`src/rtl/alu_64.sv`:
```
`default_nettype none
// +----------------------------------------------------------------------+
// | alu_64 : single-cycle registered add/sub/and/xor ALU with flags       |
// | Rev 1.0                                                               |
// +----------------------------------------------------------------------+
module alu_64 #(
  parameter int WIDTH = 64
) (
  input  logic             clk,
  input  logic             rst_n,
  input  logic [WIDTH-1:0] a,
  input  logic [WIDTH-1:0] b,
  input  logic [1:0]       control,
  input  logic             in_valid,
  output logic [WIDTH-1:0] out,
  output logic             overflow,
  output logic             zero,
  output logic             sign,
  output logic             out_valid
);

  localparam logic [1:0] c_OP_ADD = 2'b00;
  localparam logic [1:0] c_OP_SUB = 2'b01;
  localparam logic [1:0] c_OP_AND = 2'b10;

  logic             w_is_sub;
  logic [WIDTH-1:0] w_b_eff;
  logic [WIDTH-1:0] w_sum;
  logic [WIDTH-1:0] w_result;
  logic             w_overflow;

  // Subtract reuses the adder as a + ~b + 1, so one overflow rule covers both.
  always_comb begin
    w_is_sub   = (control == c_OP_SUB);
    w_b_eff    = w_is_sub ? ~b : b;
    w_sum      = a + w_b_eff + {{(WIDTH-1){1'b0}}, w_is_sub};
    w_result   = w_sum;
    w_overflow = 1'b0;
    case (control)
      c_OP_ADD, c_OP_SUB: begin
        w_result   = w_sum;
        w_overflow = (a[WIDTH-1] == w_b_eff[WIDTH-1]) &&
                     (w_sum[WIDTH-1] != a[WIDTH-1]);
      end
      c_OP_AND: w_result = a & b;
      default:  w_result = a ^ b;
    endcase
  end

  always_ff @(posedge clk) begin
    if (!rst_n) begin
      out       <= '0;
      overflow  <= 1'b0;
      zero      <= 1'b1;
      sign      <= 1'b0;
      out_valid <= 1'b0;
    end else begin
      out_valid <= in_valid;
      if (in_valid) begin
        out      <= w_result;
        overflow <= w_overflow;
        zero     <= (w_result == '0);
        sign     <= w_result[WIDTH-1];
      end
    end
  end

endmodule
`default_nettype wire

```
`config.mk`:
```
export PLATFORM = sky130hd
export DESIGN_NAME = alu_64
export DESIGN_NICKNAME = d
export VERILOG_FILES = /design/src/rtl/alu_64.sv
export SDC_FILE = /design/constraint.sdc
export NUM_CORES = 1
export LEC_CHECK = 0
export BUFFER_PORTS_ARGS = -buffer_cell sky130_fd_sc_hd__buf_2
export CORE_MARGIN = 5
export CORE_UTILIZATION = 35
export CTS_CLUSTER_DIAMETER = 50
export CTS_CLUSTER_SIZE = 12
export DETAILED_ROUTE_END_ITERATION = 8
export GPL_TIMING_DRIVEN = 0
export SLEW_MARGIN = 20
export SYNTH_ARGS = -nofsm -noshare
export SYNTH_HDL_FRONTEND = slang
export SYNTH_SLANG_ARGS = --single-unit
```
`constraint.sdc`:
```
create_clock -name clk -period 8.1 [get_ports clk]
set_input_delay 0.81 -clock clk [delete_from_list [all_inputs] [get_ports clk]]
set_output_delay 0.81 -clock clk [all_outputs]
set_load 0.005 [all_outputs]
```
==> metrics.txt <==
status=finished, final reports clean; final slew viol count=0; Post-Synthesis Cells=1299; number of rows created at floorplan=60; commonest cells in the netlist=nor2_1, ha_1, nand2_1; clock tree buffer depth=2; clock latency on the worst-skew pair=0.32 ns; sequential cell fraction of total power=21.1%; FF-to-FF End=out[30]; unique cell type count in the Yosys netlist=73; register clock-pin slew on the reported worst setup and hold paths=0.05 ns; via count of the routed design=10931; dominant cell type by area after synthesis=ha_1; worst vdd ir=93.4 uV; buffer and inverter count on the worst path=6; number of synthesized flops with an enable pin=0; highest-delay cell along the critical path=nor4b_1; share of flip-flops with an asynchronous set or reset after synthesis=0%; total iterations of the first detailed-routing run=6; Worst Skew=0 ns; half-perimeter wire length after detailed placement=35300 um; area fraction of the dominant cell type after synthesis=16.9%; maximum number of pins on one net before global-route repair=14; die width=176 um; CTS buffer count=9; kind of start point of the critical path=primary input; proportion of power drawn by combinational gates=55.4%; total clock sinks=67; design internal power=991 uW; effective utilization at floorplan=35.6%; warnings from Yosys=0; cell family with most CP delay=simple AND/OR/NAND/NOR gates; iteration-0 DRC count of the detailed router=995; Worst Setup End Kind=flip-flop; most numerous cell in the Yosys netlist=nor2_1; syn_nets=1563; ordered list of cells on the worst path=buf_2, inv_1, clkbuf_1, clkbuf_2, clkbuf_1, buf_1, nand2_1, o21ai_0, fa_1, a211oi_1, o21a_1, or4_1, and3_1, or4b_1, nand3_1, o211ai_1, a2111oi_0, nor4b_1, nand4_1, or4_1, o21ai_1; cell types with the largest area share after synthesis=ha_1, dfxtp_1, xor2_1; count of instances resized after the clock tree is built=0; cell leakage power=0.00521 uW; final period utilization=94.8%; number of global-route vias before repair=10196; share of the core filled with cells=42.1%; post-route antenna net violation count=0; RSZ-0062 raised after global routing=no; DR vias/cell=5.90; arrival time at the worst endpoint=7.94 ns; synthesized area per cell=7.42 um2; library cell used as clock root buffer=clkbuf_16; wire per inst=22.7 um; layout net count=1771; overflow left after global routing=0; number of cells traversed by the worst register-to-register path=2; crit path kind=in -> reg; power density over the cells=158 mW/mm2; fillers=2898; Crit. path cell count=21; first-pass GRT wire length=61800 um; IO buf count=198; io pins=201; placement-stage worst setup slack=-0.166 ns; clock share of power=23.4%; delay of the slowest cell on the worst path=0.63 ns; launch point of the critical path=control[1]; Synth Register Bits=67; floorplan core area=0.0270 mm2; Required @ worst endpoint=8.36 ns; growth of design area from synthesis to finish=18.1%; GR Util All Layers=25.9%; final worst setup slack=0.424 ns; reported net switching power=808 uW; part of the Yosys area used for sequential elements=13.9%; count of final setup violators=0; buffers inserted by post-CTS timing repair=0; Tightest Hold Check Type=reg -> reg; number of hold violations in the final report=0; antenna violations before repair=0; CP Capture Point=zero; clock period minus worst slack=7.68 ns; worst reg2reg setup slack=7.28 ns; Max-Cap Viols=0; switching power share of the total=44.9%; dominant register cell in the synthesized netlist=dfxtp_1; clock tree from TritonCTS=built; drc violations=0; cell area after synthesis=0.00963 mm2; fraction of final layout cells with drive strength greater than 1=16.9%; headroom to the max-slew limit=22.0%; measured slew at the worst slew-check pin=1.17 ns; H-tree lvl count=3; die area=0.0309 mm2; CP Max Fanout=10; r2r startpoint=out[30]; die height=176 um; Antenna Diode Count=0; final wirelength=42000 um; placer congestion estimate=0.927; final hold slack=0.459 ns; Max Clk Rate=130 MHz; CTS Hold Bufs=0
-- final cells by class --
cell class / count / area, um2 / area share, %
Buffer: 84 / 343 / 3.01
Clock buffer: 9 / 225 / 1.98
Clock inverter: 7 / 98.8 / 0.869
Inverter: 17 / 63.8 / 0.561
Multi-Input combinational cell: 1130 / 7890 / 69.3
Sequential cell: 67 / 1340 / 11.8
Tap cell: 341 / 427 / 3.75
Timing Repair Buffer: 198 / 991 / 8.71
-- cells in the final DEF, fill, tap and decap left out, types with 31 or more instances in the layout --
master | Yosys | layout
a211oi_1 | 52 | 52
a21oi_1 | 115 | 115
buf_2 | 4 | 202
clkbuf_1 | 72 | 68
dfxtp_1 | 67 | 67
ha_1 | 130 | 130
mux2i_1 | 60 | 60
nand2_1 | 117 | 117
nand4_1 | 31 | 31
nor2_1 | 137 | 137
o21ai_0 | 91 | 91
xor2_1 | 79 | 79
-- power by group through the flow --
stage	combinational, uW	sequential, uW	clock, uW
finish	997	380	422
global route	1080	384	441
CTS	970	381	425
detailed placement	965	387	0
global placement	958	387	0
floorplan	619	387	0
-- registers in the layout (all words and copies together), names as in the netlist --
name       count
out           64
out_valid      1
overflow       1
zero           1
-- worst reg2reg max path: cells and delay by family, from the launching register on --
kind | cells | cell delay, ns
flops | 1 | 0.31
simple gates | 1 | 0.27
compound gates | 1 | 0.12
-- worst min path at each step --
stage	slack [ns]	from	to	cells after the start
finish	0.46	out[40]	out[40]	2
global placement	0.45	out[40]	out[40]	2
detailed placement	0.45	out[40]	out[40]	2
global route	0.49	out[27]	out[27]	2
floorplan	0.46	out[40]	out[40]	2
CTS	0.46	out[40]	out[40]	2
-- per-stage QoR --
stage | power (uW) | cells | cell area, um2 | TNS (ns)
floorplan | 1010 | 1299 | 9630 | 0
global placement | 1350 | 1838 | 11100 | -0.531
detailed placement | 1350 | 1838 | 11100 | -0.166
CTS | 1780 | 1854 | 11400 | 0
global route | 1910 | 1853 | 11400 | 0
finish | 1800 | 1853 | 11400 | 0
-- kinds of logic (layout without fill, tap and decap cells) --
logic type | count (synthesis) | in the layout | synth area share, %
compound gates | 406 | 406 | 27.0
buf+inv | 102 | 315 | 4.22
flops | 67 | 67 | 13.9
mux | 74 | 74 | 7.87
xor+xnor | 107 | 107 | 9.73
fa+ha+maj | 131 | 131 | 17.1
simple gates | 412 | 412 | 20.2
-- per-layer routing --
metal  up-vias  part of all wire [%]  track usage (%)
met4         0                   1.8             5.85
li1       5217                     -                -
met5         -                     0                0
met1      5157                    48             38.9
met3        50                   8.2             4.20
met2       507                    42             38.4
Power figures use the tool's default switching activity.
